## src/rtl/sad_pkg.sv

```systemverilog
// Shared types and constants for the SAD template-matching controller.
package sad_pkg;

  localparam int SAD_W = 10;
  localparam logic [SAD_W-1:0] THRESHOLD_DEF = 10'd500;

  typedef enum logic [2:0] {
    S_IDLE,
    S_CLEAR,
    S_FETCH,
    S_DRAIN,
    S_COMPARE,
    S_DONE
  } state_t;

  // Address width helper; keeps one-entry ranges at a legal 1-bit width.
  function automatic int aw(input int n);
    return (n > 1) ? $clog2(n) : 1;
  endfunction

endpackage

```

## src/rtl/sad_if.sv

```systemverilog
// Control, memory-read and PE signals between the SAD controller and its parent.
interface sad_if import sad_pkg::*; #(
  parameter int WIN     = 8,
  parameter int NUM_POS = 16
);
  localparam int TW = aw(WIN);
  localparam int IW = aw(WIN + NUM_POS - 1);
  localparam int PW = aw(NUM_POS);

  logic             start;
  logic             abort;
  logic [TW-1:0]    t_addr;
  logic [IW-1:0]    i_addr;
  logic             rd_en;
  logic             t_rdata;
  logic             i_rdata;
  logic             pe_in_t;
  logic             pe_in_i;
  logic             pe_select_s;
  logic             pe_clr;
  logic [SAD_W-1:0] pe_sad;
  logic             busy;
  logic             done;
  logic [SAD_W-1:0] best_sad;
  logic [PW-1:0]    best_pos;
  logic             best_sat;

  modport master (
    input  start, abort, t_rdata, i_rdata, pe_sad,
    output t_addr, i_addr, rd_en, pe_in_t, pe_in_i, pe_select_s, pe_clr,
           busy, done, best_sad, best_pos, best_sat
  );

  modport slave (
    output start, abort, t_rdata, i_rdata, pe_sad,
    input  t_addr, i_addr, rd_en, pe_in_t, pe_in_i, pe_select_s, pe_clr,
           busy, done, best_sad, best_pos, best_sat
  );

endinterface

```

## src/rtl/sad_best_tracker.sv

```systemverilog
// Running-minimum register: keeps the lowest SAD and its offset, earliest offset on ties.
module sad_best_tracker import sad_pkg::*; #(
  parameter int PW = 4
) (
  input  logic             clk,
  input  logic             rst,
  input  logic             load,
  input  logic             first,
  input  logic [SAD_W-1:0] sad,
  input  logic [PW-1:0]    pos,
  output logic [SAD_W-1:0] best_sad,
  output logic [PW-1:0]    best_pos
);

  always_ff @(posedge clk or posedge rst) begin
    if (rst) begin
      best_sad <= '0;
      best_pos <= '0;
    end else if (load && (first || sad < best_sad)) begin
      best_sad <= sad;
      best_pos <= pos;
    end
  end

endmodule

```

## src/rtl/sad_controller.sv

```systemverilog
// Sequences a bit-serial SAD search over NUM_POS image offsets and tracks the best match.
module sad_controller import sad_pkg::*; #(
  parameter int               WIN       = 8,
  parameter int               NUM_POS   = 16,
  parameter logic [SAD_W-1:0] THRESHOLD = THRESHOLD_DEF
) (
  input logic   clk,
  input logic   rst,
  sad_if.master bus
);

  localparam int TW = aw(WIN);
  localparam int IW = aw(WIN + NUM_POS - 1);
  localparam int PW = aw(NUM_POS);

  state_t           state, nstate;
  logic [TW-1:0]    k;
  logic [PW-1:0]    pos;
  logic             vld_q;
  logic             last_k, last_pos, accept;
  logic             trk_load, trk_first;
  logic [SAD_W-1:0] trk_sad;
  logic [PW-1:0]    trk_pos;

  assign last_k   = (k == TW'(WIN - 1));
  assign last_pos = (pos == PW'(NUM_POS - 1));
  assign accept   = (state == S_IDLE) && bus.start && !bus.abort;

  always_ff @(posedge clk or posedge rst) begin
    if (rst) state <= S_IDLE;
    else     state <= nstate;
  end

  always_comb begin
    nstate = state;
    unique case (state)
      S_IDLE:    if (accept) nstate = S_CLEAR;
      S_CLEAR:   nstate = S_FETCH;
      S_FETCH:   if (last_k) nstate = S_DRAIN;
      S_DRAIN:   nstate = S_COMPARE;
      S_COMPARE: nstate = last_pos ? S_DONE : S_CLEAR;
      S_DONE:    nstate = S_IDLE;
      default:   nstate = S_IDLE;
    endcase
    if (state != S_IDLE && bus.abort) nstate = S_IDLE;
  end

  // k is parked at 0 outside FETCH, so it never runs past WIN-1.
  always_ff @(posedge clk or posedge rst) begin
    if (rst) begin
      k     <= '0;
      pos   <= '0;
      vld_q <= 1'b0;
    end else begin
      vld_q <= bus.rd_en;
      if (state == S_FETCH && !last_k) k <= k + TW'(1);
      else                             k <= '0;
      if (accept)
        pos <= '0;
      else if (state == S_COMPARE && !last_pos && !bus.abort)
        pos <= pos + PW'(1);
    end
  end

  assign bus.rd_en       = (state == S_FETCH);
  assign bus.t_addr      = k;
  assign bus.i_addr      = IW'(pos) + IW'(k);
  assign bus.pe_in_t     = bus.t_rdata & vld_q;
  assign bus.pe_in_i     = bus.i_rdata & vld_q;
  assign bus.pe_select_s = (state inside {S_CLEAR, S_FETCH, S_DRAIN, S_COMPARE});
  assign bus.pe_clr      = (state inside {S_IDLE, S_CLEAR, S_DONE});
  assign bus.busy        = (state != S_IDLE);
  assign bus.done        = (state == S_DONE) && !bus.abort;
  assign bus.best_sat    = (bus.best_sad == THRESHOLD);

  // Start acceptance seeds the tracker with THRESHOLD through its forced-load path.
  assign trk_load  = accept || (state == S_COMPARE && !bus.abort);
  assign trk_first = accept || (pos == '0);
  assign trk_sad   = accept ? THRESHOLD : bus.pe_sad;
  assign trk_pos   = accept ? '0 : pos;

  sad_best_tracker #(.PW(PW)) u_best (
    .clk      (clk),
    .rst      (rst),
    .load     (trk_load),
    .first    (trk_first),
    .sad      (trk_sad),
    .pos      (trk_pos),
    .best_sad (bus.best_sad),
    .best_pos (bus.best_pos)
  );

endmodule

```

## src/flat_wrapper.sv

```systemverilog
// flat-port wrapper written by rule: the top's interface ports become plain ports
module sad_controller_flat import sad_pkg::*;
#(
  parameter int               WIN       = 8,
  parameter int               NUM_POS   = 16,
  parameter logic [SAD_W-1:0] THRESHOLD = THRESHOLD_DEF
)
  (clk, rst, bus_start, bus_abort, bus_t_rdata, bus_i_rdata, bus_pe_sad, bus_t_addr, bus_i_addr, bus_rd_en, bus_pe_in_t, bus_pe_in_i, bus_pe_select_s, bus_pe_clr, bus_busy, bus_done, bus_best_sad, bus_best_pos, bus_best_sat);
  sad_if #(.WIN(WIN), .NUM_POS(NUM_POS)) bus_i ();
  input logic clk;
  input logic rst;
  input wire logic [$bits(bus_i.start)-1:0] bus_start;
  input wire logic [$bits(bus_i.abort)-1:0] bus_abort;
  input wire logic [$bits(bus_i.t_rdata)-1:0] bus_t_rdata;
  input wire logic [$bits(bus_i.i_rdata)-1:0] bus_i_rdata;
  input wire logic [$bits(bus_i.pe_sad)-1:0] bus_pe_sad;
  output wire logic [$bits(bus_i.t_addr)-1:0] bus_t_addr;
  output wire logic [$bits(bus_i.i_addr)-1:0] bus_i_addr;
  output wire logic [$bits(bus_i.rd_en)-1:0] bus_rd_en;
  output wire logic [$bits(bus_i.pe_in_t)-1:0] bus_pe_in_t;
  output wire logic [$bits(bus_i.pe_in_i)-1:0] bus_pe_in_i;
  output wire logic [$bits(bus_i.pe_select_s)-1:0] bus_pe_select_s;
  output wire logic [$bits(bus_i.pe_clr)-1:0] bus_pe_clr;
  output wire logic [$bits(bus_i.busy)-1:0] bus_busy;
  output wire logic [$bits(bus_i.done)-1:0] bus_done;
  output wire logic [$bits(bus_i.best_sad)-1:0] bus_best_sad;
  output wire logic [$bits(bus_i.best_pos)-1:0] bus_best_pos;
  output wire logic [$bits(bus_i.best_sat)-1:0] bus_best_sat;
  assign bus_i.start = bus_start;
  assign bus_i.abort = bus_abort;
  assign bus_i.t_rdata = bus_t_rdata;
  assign bus_i.i_rdata = bus_i_rdata;
  assign bus_i.pe_sad = bus_pe_sad;
  assign bus_t_addr = bus_i.t_addr;
  assign bus_i_addr = bus_i.i_addr;
  assign bus_rd_en = bus_i.rd_en;
  assign bus_pe_in_t = bus_i.pe_in_t;
  assign bus_pe_in_i = bus_i.pe_in_i;
  assign bus_pe_select_s = bus_i.pe_select_s;
  assign bus_pe_clr = bus_i.pe_clr;
  assign bus_busy = bus_i.busy;
  assign bus_done = bus_i.done;
  assign bus_best_sad = bus_i.best_sad;
  assign bus_best_pos = bus_i.best_pos;
  assign bus_best_sat = bus_i.best_sat;
  sad_controller #(.WIN(WIN), .NUM_POS(NUM_POS), .THRESHOLD(THRESHOLD)) u_core (.clk(clk), .rst(rst), .bus(bus_i));
endmodule
```

## config.mk

```make
export PLATFORM = sky130hd
export DESIGN_NAME = sad_controller_flat
export DESIGN_NICKNAME = d
export VERILOG_FILES = /design/src/rtl/sad_pkg.sv /design/src/rtl/sad_if.sv /design/src/rtl/sad_best_tracker.sv /design/src/rtl/sad_controller.sv /design/src/flat_wrapper.sv
export SDC_FILE = /design/constraint.sdc
export NUM_CORES = 1
export LEC_CHECK = 0
export CAP_MARGIN = 5
export CORE_MARGIN = 10
export CORE_UTILIZATION = 29
export CTS_CLUSTER_SIZE = 25
export DETAILED_ROUTE_END_ITERATION = 16
export GPL_TIMING_DRIVEN = 0
export PLACE_DENSITY = 0.59
export SLEW_MARGIN = 20
export SYNTH_ARGS = -nofsm -noshare
export SYNTH_HDL_FRONTEND = slang
export SYNTH_HIERARCHICAL = 1
export SYNTH_SLANG_ARGS = --single-unit
```

## constraint.sdc

```tcl
create_clock -name clk -period 5.1 [get_ports clk]
set_input_delay 1.02 -clock clk [delete_from_list [all_inputs] [get_ports clk]]
set_output_delay 1.02 -clock clk [all_outputs]
set_load 0.05 [all_outputs]
```

# ---- Yosys cells after proc, flatten, opt, wreduce, memory -nomap -nowiden
# Index checks and enable logic that the tools add are counted.
dict set report totals {
  latchBits 0
  in_bits 16
  ram_bits 0
  word_cells 54
  mem_count 0
  romBits 0
  ff_bits 25
}
dict set report op_classes {
  n_reduce_logical 22
  mul 0
  n_shift 0
  order_cmp 1
  n_eq_ne 10
  addsub 3
  div_mod_pow 0
  n_mux 10
  bitwise 2
}
# op count
set op_table {}
lappend op_table {{3-bit 2-to-1 mux} 5}
lappend op_table {{3-bit case mux with 5 select lines} 1}
lappend op_table {{4-bit 2-to-1 mux} 3}
lappend op_table {{10-bit by 9-bit equality test with 1-bit output, second input constant} 1}
lappend op_table {{10-bit < comparator} 1}
lappend op_table {{10-bit 2-to-1 mux} 1}
lappend op_table {{3-bit equality test, second input constant} 3}
lappend op_table {{1-bit logical AND} 9}
lappend op_table {{3-bit by 2-bit equality test with 1-bit output, second input constant} 2}
lappend op_table {{3-bit nonzero test} 2}
lappend op_table {{4-bit by 3-bit adder with 5-bit output} 1}
lappend op_table {{4-bit by 1-bit adder with 4-bit output, second input constant} 1}
lappend op_table {{4-bit equality test, second input constant} 1}
lappend op_table {{4-bit logical NOT} 1}
lappend op_table {{4-bit nonzero test} 1}
lappend op_table {{3-bit by 1-bit adder with 3-bit output, second input constant} 1}
lappend op_table {{3-bit by 1-bit equality test with 1-bit output, second input constant} 1}
lappend op_table {{1-bit logical NOT} 3}
lappend op_table {{3-bit logical NOT} 1}
lappend op_table {{1-bit logical OR} 3}
lappend op_table {{3-bit by 2-bit inequality test with 1-bit output, second input constant} 1}
lappend op_table {{3-bit inequality test, second input constant} 1}
lappend op_table {{1-bit AND} 2}
lappend op_table {{2-bit AND reduction} 1}
lappend op_table {{2-bit nonzero test} 1}

# ---- Logic depth before layout (Yosys ltp)
# Gate-level depths: netlist of run 1.
dict set report depth {
  depth_word 7
  mapped_depth 12
  mapped_depth_nobuf 9
}

# ---- Hierarchy
# Netlist of run 1, hierarchy kept.
# mod seq_area_each_um2 area_per_inst_um2 n_inst cells_per_inst
set by_module_without_submodules {}
lappend by_module_without_submodules {sad_controller 275.3 868.3 1 100}
lappend by_module_without_submodules {sad_best_tracker 350.3 814.5 1 63}

# ---- Least setup slack after synthesis of run 1
# OpenSTA, ideal clock, no wires.
dict set report synth_timing {
  path_kind {register -> output}
  start {register u_core.u_best.best_sad[1]}
  end {output port bus_best_sat}
  t_arrival_ns 2.388
  path_stages_with_launch 3
  slack_ns 1.692
  path_cell_list {dfrtp_1 nor4b_1 nor4bb_1}
}
dict set report synth_between {
  elab_chain_cells 1
}
# element line
set synth_lines {}
lappend synth_lines {{start: declaration} sad_best_tracker.sv:11} ;# output logic [SAD_W-1:0] best_sad,
lappend synth_lines {{start signal: assignment} sad_best_tracker.sv:17} ;# best_sad <= '0;
lappend synth_lines {{start signal: assignment} sad_best_tracker.sv:20} ;# best_sad <= sad;
lappend synth_lines {{10-bit by 9-bit equality test with 1-bit output} sad_controller.sv:74} ;# assign bus.best_sat = (bus.best_sad == THRESHOLD);
lappend synth_lines {{end: declaration} flat_wrapper.sv:28} ;# output wire logic [$bits(bus_i.best_sat)-1:0] bus_best_sat;
# No other way between the ends.

# ---- Worst setup path after layout of run 1
dict set report layout_timing {
  start {input port bus_abort}
  end {register u_core.u_best.best_sad[9]}
}
dict set report layout_between {
  elab_chain_cells 6
  word_cells_on_any_way 9
  cone_classes {order compare (1); mux (1); reduce/logical (7)}
}
# element line
set layout_lines {}
lappend layout_lines {{start: declaration} flat_wrapper.sv:13} ;# input wire logic [$bits(bus_i.abort)-1:0] bus_abort;
lappend layout_lines {{1-bit logical NOT *} sad_controller.sv:27} ;# assign accept = (state == S_IDLE) && bus.start && !bus.abort;
lappend layout_lines {{1-bit logical AND *} sad_controller.sv:27}
lappend layout_lines {{10-bit 2-to-1 mux *} sad_controller.sv:79} ;# assign trk_sad = accept ? THRESHOLD : bus.pe_sad;
lappend layout_lines {{via u_core.trk_sad[9]} sad_controller.sv:22} ;# logic [SAD_W-1:0] trk_sad;
lappend layout_lines {{10-bit < comparator} sad_best_tracker.sv:19} ;# end else if (load && (first || sad < best_sad)) begin
lappend layout_lines {{1-bit logical OR} sad_best_tracker.sv:19}
lappend layout_lines {{1-bit logical AND} sad_best_tracker.sv:19}
# The timed path passes the listed nets; every way through them passes the cells marked *.
# A chain may end at the register's enable or synchronous reset.

==> summary.md, run 1 <==
| Metric | Value |
|---|---|
| Clock skew after layout | `0.0121 ns` |
| Largest driver fanout on the critical path | `10` |
| Most common flop cell mapped by yosys | `sky130_fd_sc_hd__dfrtp_1` |
| Maximum clock frequency | `0.254 GHz` |
| Fraction of layout cells with a size suffix above 1 | `between 10% and 20%` |
| Initial core utilization | `30.2%` |
| Post-synthesis net count | `196` |
| Clk sinks | `25` |
| TritonCTS clock tree | `built` |
| Post-cts sizing count | `0` |
| Synth warnings | `6` |
| Hold/Removal Path Class | `flip-flop to flip-flop` |
| Largest net degree at the start of global routing | `16` |
| Initial antenna violation count | `0` |
| Launching element type of the critical path | `primary input` |
| Count of buffers inserted at the top-level ports | `45` |
| Distinct cells, synth | `36` |
| Avg Vias per Cell | `4.73` |
| Total via count in the routed design | `1344` |
| Buffers inserted by post-CTS timing repair | `0` |
| Endpoint required time on the critical path | `5.27 ns` |
| Delay of the slowest cell on the worst path | `roughly 0.54 ns` |
| Number of hold buffers added after cts | `0` |
| Hold Violations, Final | `0` |
| CTS H-tree depth | `1` |
| Die ar. | `between 9000 and 10000 sq um` |
| Largest buffer count on any clock path | `2` |
| Final-layout setup total negative slack | `0 ns` |
| Number of synthesized flops with an enable pin | `0` |
| Routed len/inst | `14.2 microns` |
| Worst path cell trace | `clkdlybuf4s50_1 -> nor2_1 -> nand3_1 -> clkbuf_1 -> and2_1 -> ha_1 -> nand4_1 -> o311a_1 -> o211ai_4 -> buf_12 -> mux2_4` |
| Post-route fraction of the period consumed by the critical path | `77.3%` |
| Worst-path cell with the longest stage delay | `sky130_fd_sc_hd__clkdlybuf4s50_1` |
| Run status | `completed` |
| Worst-Skew Late Latency | `~0.28 ns` |
| Power density over the cells | `approximately 320 nW/um^2` |
| Mean area per synthesized cell | `10.3 sq um` |
| I/O pin count | `46` |
| Slew Limit Fails | `0` |
| Number of global-route vias before repair | `1414` |
| Horizontal die dimension | `96.2 microns` |
| Mapped Area | `1680 sq um` |
| Worst max-slew margin expressed relative to the limit | `62.9%` |
| MaxCap Viol Count | `0` |
| Number of standard cells after synthesis | `163` |
| Area of the core | `~5600 sq um` |
| Overall routing resource usage | `9.07%` |
| Leading post-synthesis cells by instance count | `sky130_fd_sc_hd__dfrtp_1 (25), sky130_fd_sc_hd__ha_1 (16), sky130_fd_sc_hd__inv_1 (15)` |
| Final antenna-violating net count | `0` |
| RSZ-0062 raised after global routing | `false` |
| Area contributors post-synth | `sky130_fd_sc_hd__dfrtp_1 (37%), sky130_fd_sc_hd__ha_1 (12%), sky130_fd_sc_hd__mux2_4 (8.9%), sky130_fd_sc_hd__and2_1 (4.1%), sky130_fd_sc_hd__inv_1 (3.3%)` |
| Final Routed Wirelength | `slightly above 4 mm` |
| Path type of the worst setup path | `primary input to flip-flop` |
| Area growth from synthesis to layout | `35.0%` |
| CTS buffer count | `3` |
| Register-to-register setup slack | `~1.9 ns` |
| Std-Cell Rows | `27` |
| Area share of the leading cell type in the synthesized netlist | `between 30% and 40%` |
| Total power of the final layout | `0.000718 W` |
| Arrival time at the worst endpoint | `4.12 ns` |
| Fraction of registers with async set/reset | `100%` |
| DR iter-0 viols | `27` |
| Clock slew at the register clock pins of the worst setup and hold paths | `around 0.1 ns` |
| Weighted congestion reported at the end of routability-driven placement | `0.795` |
| Kind of cell adding the most delay to the critical path | `buffers and inverters` |
| First-pass iteration count of the detailed router | `4` |
| Detailed-placement wirelength estimate | `3.15 mm` |
| Die Y-Extent | `between 90 and 100 microns` |
| Net total in the final layout | `roughly 250` |
| Post-route worst hold slack | `0.501 ns` |
| Most instantiated library cell after synthesis | `sky130_fd_sc_hd__dfrtp_1` |
| Master cell of the clock root buffer | `sky130_fd_sc_hd__clkbuf_8` |
| Static Leak | `between 1 and 1.5 nW` |
| Antenna diode count | `0` |
| Seq/Total Area, Yosys | `37.2%` |
| Sum of overflow across all layers after global routing | `0` |
| Worst-case vdd ir drop | `194 uV` |
| Flip-flop and latch count after synthesis | `25` |
| Crit path time final | `3.94 ns` |
| DRC viols | `0` |
| Slew at the pin with the worst max-slew slack | `between 0.5 and 0.6 ns` |
| Area leader, netlist | `sky130_fd_sc_hd__dfrtp_1` |
| Wire length of the first global-routing pass | `6.78 mm` |
| Buffering stage count on the worst path with inverters included | `3` |
| Final setup viols | `0` |
| Final standard cell utilization of the core | `40.8%` |
| Setup crit end kind | `flip-flop` |
## flip-flops by register name, indices dropped and copies added (netlist names)
register / count
u_core/u_best/best_sad: 10
u_core/bus.t_addr: 3
u_core/u_best/best_pos: 4
u_core/state: 3
u_core/vld_q: 1
u_core/pos: 4
## final timing paths
check | startpoint | cells after the start | to
max in group asynchronous | rst | 2 | u_core/u_best/best_pos[2]$_DFFE_PP0P_
min in group asynchronous | rst | 2 | u_core/pos[2]$_DFFE_PP0P_
worst min register to register | u_core/bus.t_addr[0]$_DFF_PP0_ | 1 | u_core/bus.t_addr[0]$_DFF_PP0_
worst max register to register | u_core/state[0]$_DFFE_PP0P_ | 11 | u_core/u_best/best_sad[9]$_DFFE_PP0P_
worst max-delay path | bus_abort | 11 | u_core/u_best/best_sad[9]$_DFFE_PP0P_
worst min-delay path | u_core/bus.t_addr[0]$_DFF_PP0_ | 1 | u_core/bus.t_addr[0]$_DFF_PP0_
## worst register-to-register path, delay by kind of cell (launching register included)
kind | cells | cell delay (ns)
AND/OR/NAND/NOR | 4 | 0.73
AO/OA/AOI/OAI | 2 | 0.67
buffers and inverters | 3 | 0.66
flip-flops | 1 | 0.39
adder cells (fa/ha/maj) | 1 | 0.31
multiplexers | 1 | 0.31
## kinds of logic after synthesis
| logic type | Yosys count | synth area share (%) |
|---|---|---|
| AOI/OAI and AO/OA | 23 | 8.92 |
| xor gates and xnor gates | 3 | 1.56 |
| adders and majority gates | 17 | 13.1 |
| buffers and inverters | 22 | 6.62 |
| DFF | 25 | 37.2 |
| muxes | 14 | 11.6 |
| and+or+nand+nor | 59 | 21.0 |
## where the power goes
group | internal, W | switching [W]
Sequential | 0.000226 | 0.0000283
Combinational | 0.000138 | 0.000199
Clock | 0.0000555 | 0.0000706
## cell type report
| type | instances | area, sq um |
|---|---|---|
| fillers | 563 | 3300 |
| multi-input cells | 116 | 946 |
| flip-flops and latches | 25 | 626 |
| repair buffers | 45 | 450 |
| well taps | 72 | 90.1 |
| inverters | 15 | 56.3 |
| plain buffers | 7 | 55.1 |
| clock buffers | 3 | 41.3 |
| clock inverters | 1 | 7.51 |
## metrics by stage
step / instance area, sq um / setup slack, ns / std cells
3_3_place_gp: 2220 / 0.807 / 280
3_5_place_dp: 2220 / 0.810 / 280
6_report: 2270 / 1.16 / 284
5_1_grt: 2270 / 0.913 / 284
4_1_cts: 2270 / 1.11 / 284
2_1_floorplan: 1680 / 1.69 / 163
## cells in the final DEF (no fill, tap or decap), types with 2 or more instances in the layout
master	count
sky130_fd_sc_hd__and3_1	3
sky130_fd_sc_hd__and2_1	11
sky130_fd_sc_hd__o21ai_0	3
sky130_fd_sc_hd__dfrtp_1	25
sky130_fd_sc_hd__a21oi_1	11
sky130_fd_sc_hd__mux2_4	10
sky130_fd_sc_hd__nor2_1	6
sky130_fd_sc_hd__inv_1	15
sky130_fd_sc_hd__nor2b_1	3
sky130_fd_sc_hd__nand2_1	9
sky130_fd_sc_hd__clkbuf_1	3
sky130_fd_sc_hd__ha_1	16
sky130_fd_sc_hd__clkdlybuf4s50_1	45
sky130_fd_sc_hd__a211oi_1	2
sky130_fd_sc_hd__o21ai_1	2
sky130_fd_sc_hd__clkbuf_8	3
sky130_fd_sc_hd__nor3_1	4
sky130_fd_sc_hd__nand2b_1	7
sky130_fd_sc_hd__nand3_1	6
sky130_fd_sc_hd__mux2_2	4
sky130_fd_sc_hd__a21o_1	2
sky130_fd_sc_hd__xnor2_1	2
sky130_fd_sc_hd__nand4_1	4
## metal layers
metal | part of all wire, % | GRT usage, % | vias to the layer above
li1 | - | - | 664
met1 | 43 | 11.2 | 655
met2 | 49 | 15.2 | 23
met3 | 7.5 | 3.04 | 2
met4 | 0.42 | 1.47 | 0
met5 | 0 | 0 | -
No activity file was read; power rests on OpenSTA's default activity.
==> inputs of run 2 (changes only) <==
- PLACE_DENSITY: 0.59 -> 0.61
- clock period: 5.1 -> 3.35 ns (I/O delays scaled with it)
==> summary.md, run 2 (same netlist as run 1, synthesis figures left out) <==
| Metric | Value |
|---|---|
| Die Y-Extent | `96.2 microns (unchanged)` |
| Final standard cell utilization of the core | `40.9% (+0.11 points)` |
| Detailed-placement wirelength estimate | `3.17 mm (+0.58%)` |
| Endpoint required time on the critical path | `3.51 ns (-1.76 ns)` |
| Register with the most flip-flops | `u_core/u_best/best_sad` |
| Count of buffers inserted at the top-level ports | `45 (unchanged)` |
| Largest net degree at the start of global routing | `15 (-1)` |
| Flip-flop count of the largest register after layout | `10 (unchanged)` |
| Met2 layer wire length in the routed design | `1.96 mm (+0.26%)` |
| DRC viols | `0 (unchanged)` |
| Hold/Removal Path Class | `flip-flop to flip-flop` |
| Kind of cell adding the most delay to the critical path | `buffers and inverters` |
| Clock skew after layout | `0.00172 ns (-0.0104 ns)` |
| Master cell of the clock root buffer | `sky130_fd_sc_hd__clkbuf_8` |
| I/O pin count | `46 (unchanged)` |
| Final Routed Wirelength | `3.98 mm (-1.3%)` |
| Post-route worst hold slack | `0.505 ns (+0.00415 ns)` |
| Clk sinks | `25 (unchanged)` |
| Antenna diode count | `0 (unchanged)` |
| Buffering stage count on the worst path with inverters included | `3 (unchanged)` |
| Largest driver fanout on the critical path | `10 (unchanged)` |
| Overall routing resource usage | `9.21% (+0.14 points)` |
| Highest metal layer with signal wires | `met4` |
| Routed len/inst | `14.0 microns (-1.3%)` |
| Register-to-register setup slack | `0.27 ns (-1.66 ns)` |
| Number of cells in the design after placement | `280 (unchanged)` |
| Crit path time final | `3.22 ns` |
| Worst-case vdd ir drop | `196 uV (+0.89%)` |
| Worst-path cell with the longest stage delay | `sky130_fd_sc_hd__o311a_1` |
| Clock slew at the register clock pins of the worst setup and hold paths | `0.09 ns (about the same)` |
| Avg Vias per Cell | `4.60 (-2.9%)` |
| First-pass iteration count of the detailed router | `4 (unchanged)` |
| Launching element type of the critical path | `primary input` |
| MaxCap Viol Count | `0 (unchanged)` |
| Arrival time at the worst endpoint | `3.38 ns (-0.74 ns)` |
| Final setup viols | `0 (unchanged)` |
| Most common cell after layout, fill and taps aside | `sky130_fd_sc_hd__clkdlybuf4s50_1` |
| Std-Cell Rows | `27 (unchanged)` |
| Maximum clock frequency | `0.311 GHz` |
| Total via count in the routed design | `1305 (-2.9%)` |
| Die ar. | `9250 sq um (unchanged)` |
| Horizontal die dimension | `96.2 microns (unchanged)` |
| Area growth from synthesis to layout | `35.4%` |
| Final antenna-violating net count | `0 (unchanged)` |
| Largest buffer count on any clock path | `2 (unchanged)` |
| Hold Violations, Final | `0 (unchanged)` |
| Run status | `completed` |
| TritonCTS clock tree | `built` |
| Sum of overflow across all layers after global routing | `0 (unchanged)` |
| Fraction of layout cells with a size suffix above 1 | `13.2% (+0.94 points)` |
| Initial antenna violation count | `0 (unchanged)` |
| Post-route fraction of the period consumed by the critical path | `slightly below 100%` |
| Most used cells in the layout excluding fill and tap cells | `sky130_fd_sc_hd__clkdlybuf4s50_1 (44), sky130_fd_sc_hd__dfrtp_1 (25), sky130_fd_sc_hd__ha_1 (16), sky130_fd_sc_hd__inv_1 (15)` |
| Buffers inserted by post-CTS timing repair | `0 (unchanged)` |
| CTS H-tree depth | `1 (unchanged)` |
| Largest registers | `u_core/u_best/best_sad (10), u_core/pos (4), u_core/u_best/best_pos (4)` |
| Initial core utilization | `30.2% (unchanged)` |
| Weighted congestion reported at the end of routability-driven placement | `0.792 (-0.35%)` |
| Delay of the slowest cell on the worst path | `0.41 ns (-0.13 ns)` |
| RSZ-0062 raised after global routing | `false` |
| Post-cts sizing count | `5 (+5)` |
| Detailed route wirelength on metal3 | `316 microns (+3.9%)` |
| Slew at the pin with the worst max-slew slack | `0.569 ns (+0.0139 ns)` |
| Wire length of the first global-routing pass | `6.83 mm (+0.83%)` |
| Final instance count without filler cells | `284 (unchanged)` |
| Number of global-route vias before repair | `1403 (-0.78%)` |
| Worst max-slew margin expressed relative to the limit | `62.0% (-0.93 points)` |
| Power density over the cells | `478 nW/um^2 (+51%)` |
| CTS buffer count | `3 (unchanged)` |
| Area of the core | `5570 sq um (unchanged)` |
| Length of routed wiring on met1 | `1.68 mm (-3.9%)` |
| Number of hold buffers added after cts | `0 (unchanged)` |
| Setup crit end kind | `flip-flop` |
| Slew Limit Fails | `0 (unchanged)` |
| Worst-Skew Late Latency | `0.27 ns (about the same)` |
| Path type of the worst setup path | `primary input to flip-flop` |
| DR iter-0 viols | `45 (+67%)` |
| Static Leak | `1.06 nW (+0.68%)` |
| Worst path cell trace | `dlygate4sd2_1 -> nor2_2 -> nand3_2 -> clkbuf_4 -> and2_1 -> ha_1 -> nand4_1 -> o311a_1 -> o211ai_4 -> buf_12 -> mux2_4` |
| Net total in the final layout | `246 (unchanged)` |
==> run 2: cell count changes in the layout (fill, tap and decap cells not counted) <==
| cell | delta |
|---|---|
| sky130_fd_sc_hd__nand3_1 | -1 |
| sky130_fd_sc_hd__dlygate4sd2_1 | +1 |
| sky130_fd_sc_hd__clkdlybuf4s50_1 | -1 |
| sky130_fd_sc_hd__nand3_2 | +1 |
| sky130_fd_sc_hd__clkbuf_4 | +1 |
| sky130_fd_sc_hd__nor2_1 | -1 |
| sky130_fd_sc_hd__clkinvlp_4 | -1 |
| sky130_fd_sc_hd__nor2_2 | +1 |
==> run 2: area by class of cell <==
cell class | instances | area (sq um)
sequential | 25 | 626
buffer | 7 | 58.8
tap | 72 | 90.1
multi-input combinational | 116 | 953
timing repair buffer | 45 | 449
clock buffer | 4 | 45.0
fill | 559 | 3300
inverter | 15 | 56.3
==> run 2: where the power goes <==
group	total (W)	switching, W	internal [W]
clock	0.000184	0.0000989	0.0000851
combinational	0.000517	0.000306	0.000211
sequential	0.000387	0.0000435	0.000344
==> run 2: final timing paths <==
| kind | start | to | cells past startpoint |
|---|---|---|---|
| max reg2reg | u_core/state[0]$_DFFE_PP0P_ | u_core/u_best/best_sad[3]$_DFFE_PP0P_ | 11 |
| min | u_core/bus.t_addr[0]$_DFF_PP0_ | u_core/bus.t_addr[0]$_DFF_PP0_ | 1 |
| min in group asynchronous | rst | u_core/vld_q$_DFF_PP0_ | 2 |
| max | bus_abort | u_core/u_best/best_sad[3]$_DFFE_PP0P_ | 11 |
| max in group asynchronous | rst | u_core/u_best/best_sad[0]$_DFFE_PP0P_ | 2 |
| min reg2reg | u_core/bus.t_addr[0]$_DFF_PP0_ | u_core/bus.t_addr[0]$_DFF_PP0_ | 1 |
==> run 2: metal layers <==
metal	up-vias	track usage (%)
li1	663	-
met1	613	11.0
met2	27	15.9
met3	2	3.11
met4	0	1.47
met5	-	0
==> run 2: stage by stage <==
step	setup WS (ns)	total power (W)	TNS, ns	instance area (sq um)
2_1_floorplan	0.292	0.000748	0	1680
3_3_place_gp	-0.574	0.000908	-7.52	2220
3_5_place_dp	-0.623	0.000915	-8.19	2220
4_1_cts	0.127	0.00111	0	2280
5_1_grt	0.00272	0.00115	0	2280
6_report	0.132	0.00109	0	2280
==> run 2: worst register-to-register path: stages, from the launching register on <==
cell,delay (ns)
sky130_fd_sc_hd__dfrtp_1,0.39
sky130_fd_sc_hd__buf_4,0.18
sky130_fd_sc_hd__nor2_1,0.18
sky130_fd_sc_hd__nand3_2,0.17
sky130_fd_sc_hd__clkbuf_4,0.22
sky130_fd_sc_hd__and2_1,0.18
sky130_fd_sc_hd__ha_1,0.32
sky130_fd_sc_hd__nand4_1,0.14
sky130_fd_sc_hd__o311a_1,0.41
sky130_fd_sc_hd__o211ai_4,0.29
sky130_fd_sc_hd__buf_12,0.20
sky130_fd_sc_hd__mux2_4,0.30
